[src/rtl/cpu_step_controller.sv]
// -----------------------------------------------------------------------------
// cpu_step_controller
//
// Run / single-step / halt / breakpoint sequencer for the single-cycle CPU on
// the board. The CPU runs from the 100 MHz system clock and advances only on
// cycles where cpu_ce is high. This block also stretches a CPU reset over
// RST_CYCLES clocks.
//
// Optional feature: define CPU_STEP_CTRL_BREAKPOINT_EN to build the PC
// breakpoint comparator and the BREAK state. Without it, bp_en, bp_addr and pc
// are ignored, BREAK cannot be reached and bp_hit is constant 0.
//
// Parameters
//   RUN_DIV     clk cycles between cpu_ce pulses in RUN (>= 2)
//   RST_CYCLES  cycles cpu_reset is held per reset sequence (>= 1)
//   CNT_W       width of instr_count
//
// Ports
//   clk          in   system clock
//   reset        in   synchronous, active-high controller reset
//   step_btn     in   debounced step button (level, rising edge used)
//   run_sw       in   1 = free-run request, 0 = halt request
//   soft_rst     in   debounced CPU-reset button (level, rising edge used)
//   pc           in   current fetch PC from the CPU
//   bp_en        in   breakpoint enable
//   bp_addr      in   breakpoint PC
//   cpu_ce       out  one-cycle CPU clock enable
//   cpu_reset    out  active-high reset to the CPU
//   state_o      out  0=RST 1=HALT 2=STEP 3=RUN 4=BREAK
//   bp_hit       out  high while in BREAK
//   instr_count  out  cpu_ce pulses since the last reset sequence (wraps)
// -----------------------------------------------------------------------------
module cpu_step_controller #(
  parameter int RUN_DIV    = 1000000,
  parameter int RST_CYCLES = 4,
  parameter int CNT_W      = 16
) (
  input  logic             clk,
  input  logic             reset,
  input  logic             step_btn,
  input  logic             run_sw,
  input  logic             soft_rst,
  input  logic [31:0]      pc,
  input  logic             bp_en,
  input  logic [31:0]      bp_addr,
  output logic             cpu_ce,
  output logic             cpu_reset,
  output logic [2:0]       state_o,
  output logic             bp_hit,
  output logic [CNT_W-1:0] instr_count
);

  localparam logic [2:0] ST_RST   = 3'd0;
  localparam logic [2:0] ST_HALT  = 3'd1;
  localparam logic [2:0] ST_STEP  = 3'd2;
  localparam logic [2:0] ST_RUN   = 3'd3;
`ifdef CPU_STEP_CTRL_BREAKPOINT_EN
  localparam logic [2:0] ST_BREAK = 3'd4;
`endif

  localparam int DIV_W = $clog2(RUN_DIV);
  localparam int RST_W = (RST_CYCLES > 1) ? $clog2(RST_CYCLES) : 1;

  localparam logic [DIV_W-1:0] DIV_LAST = DIV_W'(RUN_DIV - 1);
  localparam logic [RST_W-1:0] RST_LAST = RST_W'(RST_CYCLES - 1);

  // Registered state and outputs
  logic [2:0]       r_state;
  logic [DIV_W-1:0] r_div;
  logic [RST_W-1:0] r_rst_cnt;
  logic             r_step_d;
  logic             r_soft_d;
  logic             r_cpu_ce;
  logic             r_cpu_reset;
  logic [CNT_W-1:0] r_instr_count;

  // Next-state values
  logic [2:0]       w_next_state;
  logic [DIV_W-1:0] w_div_next;
  logic [RST_W-1:0] w_rst_cnt_next;
  logic             w_pulse;
  logic             w_step_edge;
  logic             w_soft_edge;

`ifdef CPU_STEP_CTRL_BREAKPOINT_EN
  logic r_skip_bp;
  logic r_bp_hit;
  logic w_skip_next;
  logic w_bp_match;

  // skip_bp lets a RUN started on the breakpoint PC execute that instruction
  // before the comparator is allowed to stop the CPU.
  assign w_bp_match = bp_en && (pc == bp_addr) && !r_skip_bp;
  assign bp_hit     = r_bp_hit;
`else
  logic w_unused_bp;

  assign w_unused_bp = ^{bp_en, pc, bp_addr};
  assign bp_hit      = 1'b0;
`endif

  assign w_step_edge = step_btn & ~r_step_d;
  assign w_soft_edge = soft_rst & ~r_soft_d;

  assign cpu_ce      = r_cpu_ce;
  assign cpu_reset   = r_cpu_reset;
  assign state_o     = r_state;
  assign instr_count = r_instr_count;

  always_comb begin
    // NOTE: every signal assigned here gets a default first, so no path leaves
    // one unassigned and no latch is inferred.
    w_next_state   = r_state;
    w_div_next     = r_div;
    w_rst_cnt_next = r_rst_cnt;
    w_pulse        = 1'b0;
`ifdef CPU_STEP_CTRL_BREAKPOINT_EN
    w_skip_next    = r_skip_bp;
`endif

    if (w_soft_edge && (r_state != ST_RST)) begin
      // A CPU-reset press outranks step, run and a due pulse.
      w_next_state   = ST_RST;
      w_div_next     = '0;
      w_rst_cnt_next = '0;
    end else begin
      case (r_state)
        ST_RST: begin
          if (r_rst_cnt == RST_LAST) begin
            w_next_state = ST_HALT;
          end else begin
            w_rst_cnt_next = r_rst_cnt + 1'b1;
          end
        end

        ST_HALT: begin
          // run_sw wins over a step edge arriving on the same cycle.
          if (run_sw) begin
            w_next_state = ST_RUN;
            w_div_next   = '0;
`ifdef CPU_STEP_CTRL_BREAKPOINT_EN
            w_skip_next  = 1'b1;
`endif
          end else if (w_step_edge) begin
            w_next_state = ST_STEP;
            w_pulse      = 1'b1;
          end
        end

        ST_STEP: begin
          w_next_state = ST_HALT;
        end

        ST_RUN: begin
          if (!run_sw) begin
            w_next_state = ST_HALT;
            w_div_next   = '0;
          end else if (r_div == DIV_LAST) begin
            w_div_next = '0;
`ifdef CPU_STEP_CTRL_BREAKPOINT_EN
            // Stop before the breakpointed instruction executes.
            if (w_bp_match) begin
              w_next_state = ST_BREAK;
            end else begin
              w_pulse     = 1'b1;
              w_skip_next = 1'b0;
            end
`else
            w_pulse = 1'b1;
`endif
          end else begin
            w_div_next = r_div + 1'b1;
          end
        end

`ifdef CPU_STEP_CTRL_BREAKPOINT_EN
        ST_BREAK: begin
          if (!run_sw) begin
            w_next_state = ST_HALT;
          end else if (w_step_edge) begin
            w_next_state = ST_STEP;
            w_pulse      = 1'b1;
          end
        end
`endif

        default: begin
          // Unused encodings fall back into a full reset sequence.
          w_next_state   = ST_RST;
          w_div_next     = '0;
          w_rst_cnt_next = '0;
        end
      endcase
    end
  end

  always_ff @(posedge clk) begin
    // NOTE: state registers use non-blocking assignments so every register
    // samples the values from before this edge, independent of statement order.
    // The edge-detect registers track the buttons through reset too, so a
    // button already held when reset drops is not seen as a press.
    r_step_d <= step_btn;
    r_soft_d <= soft_rst;

    if (reset) begin
      r_state       <= ST_RST;
      r_div         <= '0;
      r_rst_cnt     <= '0;
      r_cpu_ce      <= 1'b0;
      r_cpu_reset   <= 1'b1;
      r_instr_count <= '0;
`ifdef CPU_STEP_CTRL_BREAKPOINT_EN
      r_skip_bp     <= 1'b0;
      r_bp_hit      <= 1'b0;
`endif
    end else begin
      r_state     <= w_next_state;
      r_div       <= w_div_next;
      r_rst_cnt   <= w_rst_cnt_next;
      r_cpu_ce    <= w_pulse;
      r_cpu_reset <= (w_next_state == ST_RST);
`ifdef CPU_STEP_CTRL_BREAKPOINT_EN
      r_skip_bp   <= w_skip_next;
      r_bp_hit    <= (w_next_state == ST_BREAK);
`endif
      if (w_next_state == ST_RST) begin
        r_instr_count <= '0;
      end else if (w_pulse) begin
        r_instr_count <= r_instr_count + 1'b1;
      end
    end
  end

endmodule
[config.mk]
export PLATFORM = sky130hd
export DESIGN_NAME = cpu_step_controller
export DESIGN_NICKNAME = d
export VERILOG_FILES = /design/src/rtl/cpu_step_controller.sv
export SDC_FILE = /design/constraint.sdc
export NUM_CORES = 1
export LEC_CHECK = 0
export ABC_AREA = 1
export CORE_ASPECT_RATIO = 0.75
export CORE_MARGIN = 2
export CORE_UTILIZATION = 48
export CTS_CLUSTER_SIZE = 10
export DETAILED_ROUTE_END_ITERATION = 7
export GPL_TIMING_DRIVEN = 0
export PLACE_DENSITY = 0.89
export SKIP_LAST_GASP = 1
export SLEW_MARGIN = 20
export SYNTH_ARGS = -nofsm -noshare
export SYNTH_HDL_FRONTEND = slang
export SYNTH_SLANG_ARGS = --single-unit
[constraint.sdc]
create_clock -name clk -period 2.8 [get_ports clk]
set_input_delay 0.42 -clock clk [delete_from_list [all_inputs] [get_ports clk]]
set_output_delay 0.42 -clock clk [all_outputs]
set_load 0.05 [all_outputs]
# == Word level (Yosys, flattened, before mapping) ==
# Index checks and enable logic that the tools add are counted.
# totals
ff_bits,45
inputBits,70
wordCells,52
output_inout_bits,22
# op_classes
n_mux,18
bitwise_logic,6
add_sub_neg,3
n_eq_ne,7
n_reduce_logical,10
# ops
cell,n
20-bit 2-to-1 mux,3
20-bit one-hot mux with 3 select lines,1
"20-bit by 1-bit adder with 20-bit output, second input constant",1
"20-bit == test, second input constant",1
"16-bit by 1-bit adder with 16-bit output, second input constant",1
3-bit 2-to-1 mux,5
3-bit one-hot mux with 4 select lines,1
"3-bit by 2-bit == test with 1-bit output, second input constant",2
3-bit zero test,2
2-bit OR reduction,3
1-bit 2-to-1 mux,5
"2-bit inequality test, second input constant",2
1-bit inverter,4
2-bit one-hot mux with 2 select lines,1
2-bit AND reduction,2
"3-bit by 1-bit == test with 1-bit output, second input constant",1
3-bit nonzero test,1
3-bit OR reduction,1
"2-bit by 1-bit adder with 2-bit output, second input constant",1
1-bit AND,2
"2-bit == test, second input constant",1
2-bit 2-to-1 mux,1
1-bit one-hot mux with 2 select lines,1
1-bit logical AND,1

# == Logic depth before layout (Yosys ltp) ==
# Gate-level depths: netlist (run 1).
# logic_depth
ltp_word,8
ltp_mapped,12
ltp_nobuf,11

# == Worst setup path before layout (run 1) ==
# OpenSTA, ideal clock, no wires.
# synth_path
kind,register to register
start,reg r_state[2] (netlist: state_o[2])
end,reg r_instr_count[14] (netlist: instr_count[14])
path_buffers,1
stages_incl_launch_ff,11
synth_period_minus_slack_ns,1.741
path_slack_ns,1.059
required_time_ns,2.687
arrival_time_ns,1.628
setup_ns,0.113
cell_sequence,dfxtp_1 -> inv_2 -> nand2_2 -> nand2_4 -> nand2_4 -> nor2_2 -> nand2_1 -> inv_2 -> nor2_8 -> buf_6 -> nor2_2
# synth_via
elab_chain_len,6
word_cells_on_any_way,16
classes_between,eq/ne (3); mux (8); reduce/logical (5)
# synth_lines
element,line,text
"start, declared",68,logic [2:0] r_state;
"start signal, assigned",217,r_state <= w_next_state;
3-bit 2-to-1 mux,144,end else if (w_step_edge) begin
3-bit 2-to-1 mux,138,if (run_sw) begin
3-bit one-hot mux with 4 select lines,127,case (r_state)
3-bit 2-to-1 mux,121,if (w_soft_edge && (r_state != ST_RST)) begin
3-bit zero test,226,if (w_next_state == ST_RST) begin
2-bit OR reduction (no line),n/a,
"end signal, assigned",229,r_instr_count <= r_instr_count + 1'b1;
"end, declared",75,logic [CNT_W-1:0] r_instr_count;
# Parallel ways exist; a longest one is shown, timed or not.
# A chain may end at the register's enable or synchronous reset.

# == Final worst setup path (run 1) ==
# layout_path
start,reg r_instr_count[3] (netlist: instr_count[3])
end,out instr_count[3]
# layout_lines
element,line,text
"end, declared",50,output logic [CNT_W-1:0] instr_count
# No word-level cell between the ends.

==> run metrics, run 1 <==
Max Cap Viol 0; post-layout minimum cycle time 2064 ps; Worst EP required 2380 ps; Synth Instances 355; Crit Path Max Fanout 7; top_reg_cell synth dfxtp_1; post-CTS setup buffer count 0; # fillers 472; RD Place Congestion 0.9318; DR iter-0 viols 222; startpoint types flop; vias in the first global route 2155; maximum vdd drop 0.0002631 V; Max Slew Vio Count 0; initial antenna violation count 0; pwr/cell area 387.0 nW/um^2; xor-xnor portion of the synthesized cell area 4.118%; top cells by count, synth nand2_1 (79), dfxtp_1 (45), nor2_1 (44), inv_1 (35), nand3_1 (20); Area Growth Syn to Fin 17.45%; worst min path class reg2reg; row cnt 22; period utilisation layout 73.71%; DRC 0; Synth area leaders dfxtp_1 (35%), nand2_1 (12%), nor2_1 (6.5%); Critical Path Slowest Stage Cell clkdlybuf4s50_1; TritonCTS clock tree done; Final setup viols 0; Syn. warnings 0; I/O pin count 92; total CTS buffers 5; placed cell count 453; Largest delay share family, worst path buffers and inverters; Syn Std Cell Area 2552 um^2; CTS clk-pin slew, worst paths 90 ps; Post-Synth Simple-Gate Area 41.42%; crit path cell chain clkdlybuf4s50_1; via count 2382; WHS 484.9 ps; die area 5923 um^2; cts repair resizes 0; worst path buffer plus inverter count 1; first-pass GRT wire length 9.749 mm; Post-Layout Cell Count 461; total wire length 5.771 mm; core footprint 5010 um^2; Rel. slew slack 64.88%; Starting Density 50.95%; CTS Hold Bufs 0; most common cell in the synthesized netlist nand2_1; Synth area leader dfxtp_1; Synth async-reset ratio 0%; synthesized flop and latch total 45; post-route setup TNS 0 ps; RSZ-0062 raised after global routing no; syn_area_per_cell 7.190 um^2; largest family of logic cells by synthesized area simple AND/OR/NAND/NOR gates; Worst-Margin Slew 525.1 ps; area of the multi-input gates 1430 um^2; Root Driver clkbuf_8; number of synthesized flops with an enable pin 0; Global Route Usage Sum 21.28%; Detailed Place HPWL 4.289 mm; Vias/cell 5.167; Register Area 900.9 um^2; post-synth top area share 35.29%; average routed wire per standard cell 12.52 um; nets@finish 461; slowest stage delay, CP 860 ps; Seq/Total Area, Yosys 35.29%; count of final hold-check violations 0; Fmax 484.5 MHz; layout cell share with drive strength beyond 1 17.74%; Unique masters post-synth 30; gr ovfl total 0; Routed Antenna Nets 0; largest net degree at the start of global routing 14; leakage 1.021 nW; CTS max path bufs 2; Port Buffer Count 25; ANT cells 0; H-tree depth 2; Die W 88.20 um; CTS Sinks 45; crit end category primary output; Clk Latency, worst-skew pair 320 ps; status complete, no violations; drt pass-1 iters 7; clk_skew 10.63 ps; Synth Area in Compound Gates 8.725%; die extent in y 67.15 um; mux cell area share after synthesis 0%; critical setup path kind reg2out; adder-cell share of the synthesized area 1.471%; WP data arrival 1640 ps
cell families after synthesis:
group / after synthesis
compound gates: 37
xor+xnor: 12
fa+ha+maj: 3
buf+inv: 49
flops: 45
other cells: 1
simple gates: 208
path summary, 6_finish.rpt:
check                                                     to  slack [ps]  cells after the start                        start
worst max-delay path                          instr_count[3]         740                      1  instr_count[3]$_SDFFE_PP0P_
worst min-delay path               r_rst_cnt[0]$_SDFFE_PP0P_         480                      2    r_rst_cnt[0]$_SDFFE_PP0P_
worst max register to register  instr_count[10]$_SDFFE_PP0P_        1130                     10        r_div[0]$_SDFFE_PP0P_
worst min register to register     r_rst_cnt[0]$_SDFFE_PP0P_         480                      2    r_rst_cnt[0]$_SDFFE_PP0P_
metrics by stage:
step	setup WS (ps)	area (um^2)	util, %	power, mW
6_report	736.2	2998	59.84	1.160
5_1_grt	681.2	2998	59.84	1.200
4_1_cts	739.8	2998	59.84	1.168
3_5_place_dp	800.3	2897	57.82	0.7162
3_3_place_gp	840.5	2897	57.82	0.7148
2_1_floorplan	1059	2556	-	0.7007
placed cells by master, fill, tap and decap left out:
master / netlist / final
conb_1: 1 / 2
inv_2: 7 / 7
nor3b_1: 1 / 1
clkinv_2: 0 / 1
nand2_1: 79 / 79
nand3_1: 20 / 20
buf_4: 3 / 3
a21oi_1: 19 / 19
o21ai_0: 7 / 7
clkbuf_8: 0 / 7
nor3_1: 15 / 15
and2_1: 1 / 1
o31ai_1: 1 / 1
nor3_2: 4 / 4
clkdlybuf4s50_1: 0 / 25
xnor2_1: 4 / 4
nand3_2: 10 / 10
nand4_1: 8 / 8
nand2_2: 7 / 7
a21oi_2: 8 / 8
buf_6: 4 / 4
xor2_1: 8 / 8
nor4_1: 1 / 1
inv_1: 35 / 35
dfxtp_1: 45 / 45
ha_1: 3 / 3
a21boi_0: 1 / 1
nor2_1: 44 / 44
nand2_4: 4 / 4
nor2_8: 1 / 1
nor2_2: 9 / 9
a211oi_1: 1 / 1
nor2_4: 4 / 4
final cells by class:
type	count	share of cell area, %
Multi-Input combinational cell	262	47.70
Sequential cell	45	30.05
Timing Repair Buffer	25	8.347
Inverter	42	5.259
Clock buffer	7	3.214
Tap cell	72	3.005
Buffer	7	2.254
Clock inverter	1	0.1669
per-layer routing:
metal / track usage [%] / vias up / wire length (um)
li1: - / 1201 / -
met1: 29.29 / 1073 / 2717
met2: 32.99 / 100 / 2569
met3: 3.912 / 8 / 403
met4: 8.902 / 0 / 80
met5: 0 / - / 0
where the power goes:
part	switching, mW	internal, mW
sequential	0.00323	0.644
combinational	0.0366	0.0183
clock	0.235	0.223
total	0.275	0.886
flip-flops by register name, summed over array words and instances, names as in the netlist:
name and flops:
r_div 20, instr_count 16, state_o 3, r_rst_cnt 2
cpu_ce 1, cpu_reset 1, r_soft_d 1, r_step_d 1
No activity file was read; power rests on OpenSTA's default activity.
==> run 2: changes to the inputs <==
CORE_UTILIZATION = 41   (was 48)
PLACE_DENSITY = 0.81   (was 0.89)
clock period = 1.7 ns   (was 2.8 ns; I/O delays follow)
==> run metrics, run 2 (synthesis gave the netlist of run 1 again) <==
Area Growth Syn to Fin 20.93%; reg-to-reg endpoint r_div[19]$_SDFFE_PP0P_; maximum vdd drop 0.0004041 V; CTS clk-pin slew, worst paths 90 ps; RSZ-0062 raised after global routing yes; critical setup path kind reg2out; Critical Path Slowest Stage Cell clkdlybuf4s50_1; leakage 1.153 nW; Root Driver clkbuf_8; worst path buffer plus inverter count 1; pwr/cell area 652.9 nW/um^2; Biggest register r_div; total CTS buffers 5; most frequent cells in the layout nand2_1 (78), nor2_1 (42), dfxtp_1 (38); Worst-Margin Slew 508.3 ps; crit end category primary output; die extent in y 72.33 um; slowest stage delay, CP 790 ps; most common cell after layout, fill and taps aside nand2_1; Crit Path Max Fanout 1; Vias/cell 5.149; first-pass GRT wire length 9.735 mm; WP data arrival 1400 ps; hold depth 1; Global Route Usage Sum 17.49%; post-layout minimum cycle time 1659 ps; worst r2r src r_div[0]$_SDFFE_PP0P_; CTS Sinks 45; Design Power 2.015 mW; gr ovfl total 0; Post-Layout Inst Area 3087 um^2; Fmax 602.9 MHz; Worst EP required 1440 ps; startpoint types flop; final core occ 52.18%; post-route setup TNS 0 ps; cell depth of the worst setup path 1; worst min path class in2reg; DRC 0; Routed Antenna Nets 0; total wire length 5.997 mm; Max Cap Viol 0; clk_skew 11.55 ps; period utilisation layout 97.57%; I/O pin count 92; TritonCTS clock tree done; DR iter-0 viols 223; layout cell share with drive strength beyond 1 21.37%; crit path from cpu_reset$_SDFF_PP1_; vias in the first global route 2124; reg2reg setup slack 70 ps; average routed wire per standard cell 12.73 um; via count 2425; Register Area 909.6 um^2; Starting Density 43.15%; status complete, no violations; drt pass-1 iters 7; crit path capture cpu_reset; largest net degree at the start of global routing 14; Final setup viols 0; RD Place Congestion 0.9018; CTS Hold Bufs 0; Largest delay share family, worst path buffers and inverters; core footprint 5916 um^2; depth of the most critical reg-to-reg path 10; H-tree depth 2; row cnt 24; die area 6879 um^2; Die W 95.11 um; ANT cells 0; max reg flops 20; Hold Crit Start soft_rst; placed inst area 2909 um^2; Max Slew Vio Count 0; Clk Latency, worst-skew pair 300 ps; CTS max path bufs 2; crit path cell chain clkdlybuf4s50_1; Rel. slew slack 66.25%; initial antenna violation count 0; area of the multi-input gates 1458 um^2; # fillers 570; Port Buffer Count 25; nets@finish 465; count of final hold-check violations 0; Detailed Place HPWL 4.445 mm
-- run 2: cell count changes in the layout (fill, tap and decap cells not counted), sizes merged --
cell	previous run	this run
buf	7	10
bufinv	0	1
clkbuf	7	8
clkdlybuf4s50	25	5
clkinv	1	0
dlygate4sd2	0	20
-- run 2: power by group --
part	internal (mW)	switching [mW]
clock network	0.480	0.365
registers	1.06	0.00554
logic	0.0392	0.0643
total	1.58	0.435
-- run 2: cell type report --
| type | instances | area share (%) |
|---|---|---|
| clock buffers | 7 | 2.797 |
| clock inverters | 1 | 0.9728 |
| inverters | 42 | 5.107 |
| well taps | 78 | 3.162 |
| multi-input cells | 262 | 47.22 |
| plain buffers | 7 | 2.432 |
| flip-flops and latches | 45 | 29.47 |
| repair buffers | 29 | 8.837 |
-- run 2: worst min-delay path by stage --
stage / endpoint / slack [ps]
after floorplan: r_soft_d$_DFF_P_ / 280
after global placement: r_rst_cnt[0]$_SDFFE_PP0P_ / 460
after detailed placement: r_rst_cnt[0]$_SDFFE_PP0P_ / 470
after CTS: r_soft_d$_DFF_P_ / 430
after global routing: r_soft_d$_DFF_P_ / 430
final: r_soft_d$_DFF_P_ / 420
-- run 2: per-layer routing --
metal / vias to the layer above / wire [um] / global-route usage (%)
met4: 0 / 45 / 3.543
met2: 77 / 2710 / 26.76
met3: 4 / 334 / 3.115
met1: 1134 / 2906 / 25.80
li1: 1210 / - / -
met5: - / 0 / 0
-- run 2: timing repair --
item / CTS / global route
gates resized for setup: 20 / 15
endpoints found under the setup margin: 20 / 28
pin swaps: 0 / 3
hold endpoints to repair: 0 / 0
gates cloned: 0 / 2
setup buffers: 0 / 2
-- run 2: through the flow --
stage / instances / setup WS (ps) / hold slack (ps)
6_report: 471 / 41.25 / 424.9
5_1_grt: 471 / -34.80 / 428.8
4_1_cts: 467 / 37.79 / 425.3
3_5_place_dp: 459 / -139.9 / 470.3
3_3_place_gp: 459 / -114.1 / 462.7
2_1_floorplan: 356 / 7.462 / 282.7
